### src/rtl/priority_decoder_stream.sv
// priority_decoder_stream: streaming binary-to-one-hot decoder behind a 2-entry skid buffer.
// Define PRIORITY_DECODER_STATS_EN to build the saturating accepted-word counter on acc_count.
module priority_decoder_stream #(
    parameter  int IN_W  = 3,
    parameter  int CNT_W = 16,
    localparam int OUT_W = 2 ** IN_W
) (
    input  logic             clk,
    input  logic             rst_n,
    input  logic             in_valid,
    output logic             in_ready,
    input  logic [IN_W-1:0]  in_code,
    input  logic             in_en,
    output logic             out_valid,
    input  logic             out_ready,
    output logic [OUT_W-1:0] out_onehot,
    output logic [CNT_W-1:0] acc_count
);
    typedef enum logic [1:0] {EMPTY, ONE, FULL} state_t;
    state_t           state_q, state_d;
    logic [OUT_W-1:0] head_q, head_d, skid_q, skid_d, dec;
    logic             in_ready_q, accept, pop;
    assign dec        = in_en ? OUT_W'(1) << in_code : '0;
    assign accept     = in_valid && in_ready_q;
    assign pop        = out_valid && out_ready;
    assign in_ready   = in_ready_q;
    assign out_valid  = state_q != EMPTY;
    assign out_onehot = head_q;
    always_comb begin
        state_d = state_q;
        head_d  = head_q;
        skid_d  = skid_q;
        case (state_q)
            EMPTY: if (accept) begin
                state_d = ONE;
                head_d  = dec;
            end
            ONE: if (accept && pop) begin
                head_d = dec;
            end else if (accept) begin
                state_d = FULL;
                skid_d  = dec;
            end else if (pop) begin
                state_d = EMPTY;
                head_d  = '0;
            end
            FULL: if (pop) begin
                state_d = ONE;
                head_d  = skid_q;
                skid_d  = '0;
            end
            default: begin
                state_d = EMPTY;
                head_d  = '0;
                skid_d  = '0;
            end
        endcase
    end
    // in_ready is registered from the next occupancy, so it is 0 throughout FULL
    always_ff @(posedge clk or negedge rst_n) begin
        if (!rst_n) begin
            state_q    <= EMPTY;
            head_q     <= '0;
            skid_q     <= '0;
            in_ready_q <= 1'b0;
        end else begin
            state_q    <= state_d;
            head_q     <= head_d;
            skid_q     <= skid_d;
            in_ready_q <= state_d != FULL;
        end
    end
`ifdef PRIORITY_DECODER_STATS_EN
    logic [CNT_W-1:0] cnt_q, cnt_d;
    assign cnt_d     = (accept && cnt_q != '1) ? cnt_q + CNT_W'(1) : cnt_q;
    assign acc_count = cnt_q;
    always_ff @(posedge clk or negedge rst_n) begin
        if (!rst_n) cnt_q <= '0;
        else        cnt_q <= cnt_d;
    end
`else
    assign acc_count = '0;
`endif
endmodule

### config.mk
export PLATFORM = sky130hd
export DESIGN_NAME = priority_decoder_stream
export DESIGN_NICKNAME = d
export VERILOG_FILES = /design/src/rtl/priority_decoder_stream.sv
export SDC_FILE = /design/constraint.sdc
export NUM_CORES = 1
export LEC_CHECK = 0
export BUFFER_PORTS_ARGS = -buffer_cell sky130_fd_sc_hd__buf_4
export CAP_MARGIN = 20
export CORE_UTILIZATION = 54
export CTS_CLUSTER_DIAMETER = 80
export DETAILED_ROUTE_END_ITERATION = 7
export PLACE_DENSITY_LB_ADDON = 0.1
export SLEW_MARGIN = 20
export SYNTH_ARGS = -nofsm -noshare
export SYNTH_HDL_FRONTEND = slang
export SYNTH_SLANG_ARGS = --single-unit
export TNS_END_PERCENT = 30
### constraint.sdc
create_clock -name clk -period 3.09 [get_ports clk]
set_clock_uncertainty 0.05 [all_clocks]
set_input_delay 0.4635 -clock clk [delete_from_list [all_inputs] [get_ports clk]]
set_output_delay 0.4635 -clock clk [all_outputs]
set_load 0.01 [all_outputs]
# Yosys cells after proc, flatten, opt, wreduce, memory -nomap -nowiden
# Index checks and enable logic that the tools add are counted.
# op_classes
n_eq_ne,9
n_bitwise,1
mux,15
shifts,1
reduce_logical,7
# ops
cell,n
$mux W8,7
$pmux W8 S3,2
$mux W2,5
$ne A2 B2 Y1 const B,5
$reduce_and A4 Y1,2
$shl A1 B3 Y8 const A,1
$ne A3 B3 Y1 const B,2
$pmux W2 S3,1
$logic_and A1 B1 Y1,3
$eq A2 B1 Y1 const B,1
$eq A2 B2 Y1 const B,1
$logic_not A2 Y1,1
$reduce_bool A2 Y1,1
$not A1 Y1,1
# word_totals
register_bits,19
out_inout_bits,26
elab_cells,37

# Depth between registers and ports, before layout
# Gate-level depths: netlist (run 1).
# depth
word_depth,7
depth_mapped,6
depth_no_buf,4

# Least setup slack after synthesis (run 1)
# OpenSTA, ideal clock, no wires.
# synth_timing
kind,input to register
from,input port out_ready
to,register skid_q[6]
setup_ns,0.096
arrival_ns,1.321
path_stages,6
setup_slack_ns,1.623
n_path_buf,2
required_ns,2.944
path_cell_list,clkbuf_2 -> and3b_1 -> o22ai_2 -> buf_6 -> nand2_1 -> o31ai_1
# synth_via
elab_chain_len,4
word_cells_on_any_way,5
# synth_lines
item,line_no,rtl
from (decl),15,"input logic out_ready,"
$logic_and A1 B1 Y1 (*),25,assign pop = out_valid && out_ready;
$logic_and A1 B1 Y1,38,ONE: if (accept && pop) begin
$ne A2 B2 Y1 (no line),--,
$reduce_and A4 Y1 (no line) (*),--,
to (signal assigned),69,skid_q <= skid_d;
to (decl),21,"logic [OUT_W-1:0] head_q, head_d, skid_q, skid_d, dec;"
# Mark *: on every way between the ends. The rest lies on a longest branch, timed or not.
# A chain may end at the register's enable or synchronous reset.

# Worst setup path in the final report (run 1)
# layout_timing
from,register state_q[1]
to,output port out_valid
# layout_via
elab_chain_len,1
# layout_lines
item,line_no,rtl
from (decl),20,"state_t state_q, state_d;"
from (signal assigned),67,state_q <= state_d;
$reduce_bool A2 Y1,27,assign out_valid = state_q != EMPTY;
to (decl),14,"output logic out_valid,"
# No other way between the ends.

==> summary.txt, run 1 <==
# DRC - 0
Period minus WS final - 1.81 ns
Top cell type's share of synthesized area - 41.6%
Inst Count DP - 158
Worst Hold Path EP - state_q[1]
Outcome - complete, no violations
Clock share of power - 18.4%
Antenna Nets Post-Route - 0
Switch Pwr - 247 uW
DR WL/cell - 13.9 um
First drt pass iteration count - 5
Ports - 34
Sink Count - 19
Worst Tran Pin Value - 0.623 ns
Flop pwr share - 47.5%
Post-Route WL - 2.27 mm
Largest family of logic cells by synthesized area - simple AND/OR/NAND/NOR gates
Worst-path clk slew - 0.11 ns
Clk root buf - clkbuf_4
CTS Buffer Depth - 2
Synth Area in XOR/XNOR - 0%
Setup_tns - 0 ns
First-pass GRT wire length - 3.28 mm
Core Area - 0.00198 mm^2
F_max - 552 MHz
Worst r2r path cells - 4
Warnings from Yosys - 0
Layout net count - 145
Initial drt markers - 60
Multiplexer area fraction after synthesis - 0%
Largest net degree at the start of global routing - 20
Most frequent cells in the layout - nand2_1 (19), dfrtp_1 (19), buf_4 (17)
HPWL Detailed - 1.62 mm
FF+latch count, synth - 19
Die H - 48.0 um
Die width - 48.0 um
CTS Buf Count - 3
Grt ovf - 0
Hold crit path type - in2reg
CP startpoint kind - flop
Crit path max fanout - 14
Routed vias/inst - 5.64
PD cells - 535 mW/mm^2
Simple-gate share of the synthesized area - 22.7%
Tcrit/Tclk final - 58.6%
Compound-Gate Fraction of Synth Area - 20.7%
Hold Crit Depth - 2
Adder-Cell Fraction of Synth Area - 0%
Vias in the first global route - 723
Vias - 919
Levels on crit path - 2
WP data required - 2.58 ns
Rows - 16
Synth cell types - 32
FF-to-FF setup slack - 1.44 ns
Post-CTS Setup Inserts - 0
Final setup fails - 0
Post-synthesis sequential area ratio - 41.6%
IO Port Bufs - 17
FF-to-FF End - out_onehot[2]
Post-Layout Cell Count - 163
Internal - 417 uW
Crit path arrival time - 1.30 ns
Reg2reg start - state_q[1]
Number of gates resized after CTS - 0
Htree depth - 1
Comb power frac - 34.0%
Initial antenna violation count - 0
Hold_sp - out_ready
Slowest-stage cell, CP - dfrtp_1
Average size of a mapped cell - 9.44 um^2
Top delay family on crit path - flip-flops
Worst Setup End Kind - primary output
Mapped Cells - 121
LEAKAGE - 0.000560 uW
RePlAce Congestion - 0.753
Worst path cell trace - or2_2 > buf_4
Share of layout cells above drive strength 1 - 19.9%
Slowest stage delay, CP - 0.54 ns
Die Area - 0.00230 mm^2
Endpoints failing hold - 0
CTS tree - done
Setup CP Type - reg2out
Switching fraction of total power - 37.2%
Bufs and invs on worst path - 1
Slew Viols, Final - 0
Post-synthesis cell area - 0.00114 mm^2
RSZ-0062 raised after global routing - false
Max-slew headroom - 58.5%
Diode count - 0
Peak VDD IR - 281 uV
Worst-Skew Late Latency - 0.28 ns
Max cap viols - 0
Area grow syn2layout - 8.54%
Top cells by area, synth - dfrtp_1 (42%), buf_4 (11%), a222oi_1 (7.0%)
Cell accounting for the most synthesized area - dfrtp_1
Initial Util - 57.6%
Overall routing resource usage - 20.8%
-- power groups by stage --
stage	clock network, uW	logic, uW	registers [uW]
finish	122	226	315
global route	136	250	321
CTS	126	226	314
detailed placement	0	224	319
global placement	0	219	318
floorplan	0	194	301
-- repair_timing --
| item | CTS | global route |
|---|---|---|
| endpoints found under the setup margin | 0 | 0 |
| endpoints found under the hold margin | 19 | 0 |
| hold buffers | 1 | 0 |
-- worst max path at each step --
stage,startpoint,endpoint,slack (ns)
floorplan,out_ready,skid_q[6],1.62
global placement,out_ready,skid_q[1],1.51
detailed placement,out_ready,skid_q[3],1.47
CTS,state_q[1],out_valid,1.28
global route,state_q[1],out_valid,1.20
finish,state_q[1],out_valid,1.28
-- area by class of cell --
cell class,instances,area (um^2)
fill,173,742
inverter,3,11.3
sequential,19,475
tap,27,33.8
clock buffer,4,26.3
multi-input combinational,92,556
timing repair buffer,18,138
-- synthesized netlist by cell type, drive strengths merged --
library cell,number
and3b,3
a211oi,1
nand2,19
dfrtp,19
a222oi,8
and3,2
inv,3
a32o,1
clkbuf,3
nand3b,3
o22ai,2
conb,1
nor3,1
a2bb2oi,1
buf,19
or2,2
nor3b,4
nand3,3
nor2b,3
o21ai,8
and2,1
a21oi,1
nor2,3
or3b,2
o31ai,8
-- kinds of logic after synthesis --
kind of cell,Yosys count
buffers and inverters,25
AO/OA/AOI/OAI,30
other,1
AND/OR/NAND/NOR,46
flip-flops,19
-- registers in the layout (all words and copies together), names as in the netlist --
register and flops:
in_ready 1, skid_q 8, out_onehot 8, state_q 2
-- routing by layer --
layer	vias to the layer above	part of all wire, %	wire length (um)	global-route usage, %
li1	447	-	-	-
met1	426	45	1020	27.8
met2	44	47	1060	29.7
met3	2	7.2	164	7.17
met4	0	0.84	19	10.0
met5	-	0	0	0
-- stage by stage --
stage	hold slack [ns]	utilization, %	instance area (um^2)	setup WS (ns)	total power, uW
4_1_cts	0.346	62.6	1240	1.28	666
3_5_place_dp	0.296	60.7	1200	1.47	544
2_1_floorplan	0.118	-	1200	1.62	494
6_report	0.352	62.6	1240	1.28	663
5_1_grt	0.345	62.6	1240	1.20	707
3_3_place_gp	0.294	60.7	1200	1.51	537
No activity file was read; power rests on OpenSTA's default activity.
==> run 2: changes to the inputs <==
Settings changed: CORE_UTILIZATION 54 to 50.
Clock period 3.09 ns to 1.7 ns, I/O delays scaled along.
==> summary.txt, run 2 (synthesized netlist as in run 1, its figures left out) <==
Worst-Skew Late Latency - 0.30 ns (was 0.28 ns)
Initial Util - 55.4% (was 57.6%)
PD cells - 984 mW/mm^2 (was 535 mW/mm^2)
Routed vias/inst - 5.75 (was 5.64)
CTS Buffer Depth - 2 (unchanged)
Peak VDD IR - 533 uV (was 281 uV)
Endpoints failing hold - 0 (unchanged)
RePlAce Congestion - 0.877 (was 0.753)
Vias in the first global route - 882 (was 723)
Grt ovf - 0 (unchanged)
Hold crit path type - in2reg (unchanged)
Initial antenna violation count - 0 (unchanged)
CP startpoint kind - flop (unchanged)
# DRC - 0 (unchanged)
Slowest-stage cell, CP - dfrtp_1 (unchanged)
Overall routing resource usage - 22.4% (was 20.8%)
LEAKAGE - 0.000571 uW (was 0.000560 uW)
Worst Setup End Kind - primary output (unchanged)
Final WS setup - 0.106 ns (was 1.28 ns)
Setup_tns - 0 ns (unchanged)
Die width - 49.8 um (was 48.0 um)
Initial drt markers - 112 (was 60)
Clk root buf - clkbuf_4 (unchanged)
Die Area - 0.00248 mm^2 (was 0.00230 mm^2)
Crit path arrival time - 1.29 ns (was 1.30 ns)
Final setup fails - 0 (unchanged)
Post-Route WL - 2.40 mm (was 2.27 mm)
Slew Viols, Final - 0 (unchanged)
FF-to-FF setup slack - 0.11 ns (was 1.44 ns)
Share of layout cells above drive strength 1 - 23.2% (was 19.9%)
First-pass GRT wire length - 4.11 mm (was 3.28 mm)
HPWL Detailed - 1.75 mm (was 1.62 mm)
Top delay family on crit path - flip-flops (unchanged)
Area grow syn2layout - 10.3% (was 8.54%)
Max-slew headroom - 60.7% (was 58.5%)
Tcrit/Tclk final - 93.8%
Bufs and invs on worst path - 1 (unchanged)
Die H - 49.8 um (was 48.0 um)
Worst Tran Pin Value - 0.589 ns (was 0.623 ns)
RSZ-0062 raised after global routing - false (unchanged)
Post-CTS Setup Inserts - 0 (unchanged)
Slowest stage delay, CP - 0.51 ns (was 0.54 ns)
IO Port Bufs - 17 (unchanged)
Worst-path clk slew - 0.11 ns (about the same)
Ports - 34 (unchanged)
Outcome - complete, no violations (unchanged)
Worst path cell trace - or2_2 > buf_4 (unchanged)
First drt pass iteration count - 5 (unchanged)
Layout net count - 147 (was 145)
CTS Buf Count - 3 (unchanged)
Antenna Nets Post-Route - 0 (unchanged)
Rows - 16 (unchanged)
Max cap viols - 0 (unchanged)
WP data required - 1.39 ns (was 2.58 ns)
CTS tree - done (unchanged)
Sink Count - 19 (unchanged)
Period minus WS final - 1.59 ns
Largest net degree at the start of global routing - 20 (unchanged)
Diode count - 0 (unchanged)
Setup CP Type - reg2out (unchanged)
DR WL/cell - 14.5 um (was 13.9 um)
Vias - 948 (was 919)
F_max - 627 MHz
Core Area - 0.00206 mm^2 (was 0.00198 mm^2)
Htree depth - 1 (unchanged)
Crit path max fanout - 10 (was 14)
Worst slack, placed - 0.137 ns (was 1.47 ns)
Most frequent cells in the layout - nand2_1 (19), buf_4 (19), dfrtp_1 (18) (was nand2_1 (19), dfrtp_1 (19), buf_4 (17))
==> run 2: cell types whose count changed in the layout (fill, tap and decap cells not counted) <==
cell      before  now
buf_4         17   19
clkbuf_1       1    0
clkinv_2       0    1
dfrtp_1       19   18
dfrtp_2        0    1
nor2b_1        3    2
nor2b_2        0    1
==> run 2: power breakdown <==
part           internal (uW)  total [uW]  leakage [uW]  switching (uW)
sequential               503         572      0.000255            68.8
clock                   87.9         233     0.0000177             145
combinational            179         435      0.000297             255
==> run 2: path summary, 6_finish.rpt <==
path,cells after the start,from,end
max,2,state_q[0],out_valid
min,2,out_ready,state_q[1]
max reg2reg,4,state_q[0],out_onehot[1]
min reg2reg,2,out_onehot[6],out_onehot[6]
max in group asynchronous,2,rst_n,state_q[1]
min in group asynchronous,2,rst_n,out_onehot[3]
==> run 2: metal layers <==
layer,vias to the layer above,part of all wire (%),GRT usage (%)
met2,49,49,34.5
met4,0,1.6,11.0
li1,446,-,-
met1,449,42,30.1
met5,-,0,0
met3,4,7.5,4.32
==> run 2: area by class of cell <==
cell class / count / area, um^2
clock inverters: 1 / 5.00
clock buffers: 3 / 22.5
well taps: 27 / 33.8
inverters: 3 / 11.3
fillers: 197 / 802
repair buffers: 20 / 153
multi-input cells: 92 / 558
flip-flops and latches: 19 / 477
==> run 2: what timing repair did <==
| item | CTS | global route |
|---|---|---|
| gates resized for setup | 0 | 2 |
| hold buffers | 1 | 0 |
| setup endpoints to repair | 0 | 4 |
| hold endpoints to repair | 19 | 0 |
==> run 2: stage by stage <==
step                      hold WS, ns  power, uW  utilization, %  instance area, um^2  cells
after floorplan               -0.0906        898               -                 1200    136
after global placement         0.0874        994            59.1                 1220    160
after detailed placement       0.0931       1010            59.1                 1220    160
after CTS                       0.120       1250            60.9                 1260    165
after global routing            0.139       1330            61.1                 1260    165
final                           0.124       1240            61.1                 1260    165
==> run 3: changes to the inputs <==
Settings changed: RECOVER_POWER set to 100.
==> summary.txt, run 3 (synthesized netlist as in run 1, its figures left out) <==
Post-CTS Setup Inserts - 0 (unchanged)
Die H - 49.8 um (unchanged)
HPWL Detailed - 1.75 mm (unchanged)
Sink Count - 19 (unchanged)
Largest net degree at the start of global routing - 20 (unchanged)
Crit path arrival time - 1.73 ns (was 1.29 ns)
Tcrit/Tclk final - 93.6% (was 93.8%)
Flop pwr share - 47.3% (was 46.1%)
DR WL met3 - 248 um (was 180 um)
Commonest non-fill, non-tap cell in the layout - nand2_1
Initial antenna violation count - 0 (unchanged)
Worst-Skew Late Latency - 0.30 ns (about the same)
Layout net count - 147 (unchanged)
Die width - 49.8 um (unchanged)
Slew Viols, Final - 0 (unchanged)
Grt ovf - 0 (unchanged)
Worst Tran Pin Value - 1.01 ns (was 0.589 ns)
Crit path max fanout - 10 (unchanged)
Die Area - 0.00248 mm^2 (unchanged)
Final setup fails - 0 (unchanged)
RSZ-0062 raised after global routing - false (unchanged)
Clock share of power - 19.3% (was 18.8%)
FF-to-FF setup slack - 0.11 ns (about the same)
Antenna Nets Post-Route - 0 (unchanged)
Worst r2r path cells - 4 (unchanged)
Core Area - 0.00206 mm^2 (unchanged)
Max cap viols - 0 (unchanged)
FF-to-FF End - out_onehot[1] (unchanged)
Internal - 740 uW (was 770 uW)
Area grow syn2layout - 6.46% (was 10.3%)
Max-slew headroom - 32.9% (was 60.7%)
Diode count - 0 (unchanged)
Top delay family on crit path - compound AO/OA/AOI/OAI gates (was flip-flops)
Vias in the first global route - 882 (unchanged)
First drt pass iteration count - 5 (unchanged)
F_max - 628 MHz (was 627 MHz)
Period minus WS final - 1.59 ns (about the same)
Post-Layout Cell Count - 165 (unchanged)
IO Port Bufs - 17 (unchanged)
Reg2reg start - state_q[0] (unchanged)
# DRC - 0 (unchanged)
WP data required - 1.84 ns (was 1.39 ns)
Worst-path clk slew - 0.11 ns (about the same)
Area after DPL - 0.00122 mm^2 (unchanged)
Fin area - 0.00122 mm^2 (was 0.00126 mm^2)
Htree depth - 1 (unchanged)
Slowest stage delay, CP - 0.51 ns (about the same)
LEAKAGE - 0.000526 uW (was 0.000571 uW)
Rows - 16 (unchanged)
Initial drt markers - 112 (unchanged)
DR WL/cell - 14.8 um (was 14.5 um)
Post-Route WL - 2.44 mm (was 2.40 mm)
CP startpoint kind - flop (unchanged)
Hold crit path type - in2reg (unchanged)
Routed vias/inst - 5.81 (was 5.75)
Bufs and invs on worst path - 0 (was 1)
Routed length on met2 - 1.16 mm (was 1.17 mm)
Slowest-stage cell, CP - dfrtp_1 (unchanged)
CTS tree - done (unchanged)
PD cells - 996 mW/mm^2 (was 984 mW/mm^2)
Switch Pwr - 472 uW (was 469 uW)
Switching fraction of total power - 38.9% (was 37.9%)
Peak VDD IR - 533 uV (about the same)
Comb power frac - 33.4% (was 35.1%)
Top Layer Used - met4 (unchanged)
First-pass GRT wire length - 4.11 mm (unchanged)
Hold Crit Depth - 2 (unchanged)
Clk root buf - clkbuf_4 (unchanged)
Worst Setup End Kind - flop (was primary output)
CTS Buffer Depth - 2 (unchanged)
Worst Hold Path EP - state_q[1] (unchanged)
Worst path cell trace - or3b_4 > nor2_4 > a222oi_1 > o21ai_1 (was or2_2 > buf_4)
Endpoints failing hold - 0 (unchanged)
RePlAce Congestion - 0.877 (unchanged)
Vias - 958 (was 948)
Most frequent cells in the layout - nand2_1 (19), dfrtp_1 (18), conb_1 (16) (was nand2_1 (19), buf_4 (19), dfrtp_1 (18))
Ports - 34 (unchanged)
Fillers - 210 (was 197)
Setup CP Type - reg2reg (was reg2out)
CTS Buf Count - 3 (unchanged)
Inst Count DP - 160 (unchanged)
M1 WL - 991 um (was 1.00 mm)
Setup_tns - 0 ns (unchanged)
Hold_sp - out_ready (unchanged)
Outcome - complete, no violations (unchanged)
Initial Util - 55.4% (unchanged)
Overall routing resource usage - 22.4% (unchanged)
Share of layout cells above drive strength 1 - 15.2% (was 23.2%)
[run 3: cell count changes in the layout (fill, tap and decap cells not counted), sizes merged]
cell / delta
clkbuf: +12
buf: -12
[run 3: worst max-delay path by stage]
stage / depth (start not counted) / to / from
2_1_floorplan: 5 / out_onehot[4] / state_q[0]
3_3_place_gp: 3 / out_onehot[2] / state_q[1]
3_5_place_dp: 3 / out_onehot[2] / state_q[1]
4_1_cts: 2 / out_valid / state_q[1]
5_1_grt: 4 / out_onehot[1] / state_q[0]
6_report: 4 / out_onehot[1] / state_q[0]
[run 3: cell type report]
type | count | area (um^2) | share of cell area [%]
multi-input cells | 92 | 558 | 45.9
clock inverters | 1 | 5.00 | 0.412
inverters | 3 | 11.3 | 0.926
well taps | 27 | 33.8 | 2.78
clock buffers | 3 | 22.5 | 1.85
flip-flops and latches | 19 | 477 | 39.2
repair buffers | 20 | 109 | 8.95
[run 3: through the flow]
stage / power [uW] / hold slack [ns] / worst slack [ns] / utilization (%)
after floorplan: 898 / -0.0906 / 0.365 / -
after global placement: 994 / 0.0874 / 0.201 / 59.1
after detailed placement: 1010 / 0.0931 / 0.137 / 59.1
after CTS: 1250 / 0.120 / 0.0642 / 60.9
after global routing: 1300 / 0.139 / 0.0167 / 59.0
final: 1210 / 0.123 / 0.108 / 59.0
[run 3: layer usage]
| metal | vias to the layer above | GRT usage (%) |
|---|---|---|
| li1 | 448 | - |
| met1 | 448 | 30.1 |
| met2 | 58 | 34.5 |
| met3 | 4 | 4.32 |
| met4 | 0 | 11.0 |
| met5 | - | 0 |
[run 3: worst reg2reg max path, delay by kind of cell, from the launching register on]
family,cells,cell delay (ns)
simple gates,2,0.41
compound gates,2,0.52
flops,1,0.51
[run 3: power groups by stage]
stage	Sequential, uW	Combinational, uW	Clock [uW]
finish	572	405	234
CTS	567	436	248
global route	580	454	262
detailed placement	575	433	0
global placement	573	421	0
floorplan	546	352	0
[run 3: timing repair]
| action | 4_1_cts | 5_1_grt |
|---|---|---|
| endpoints found under the hold margin | 19 | 0 |
| setup endpoints to repair | 0 | 4 |
| gates resized for setup | 0 | 2 |
| hold buffers | 1 | 0 |
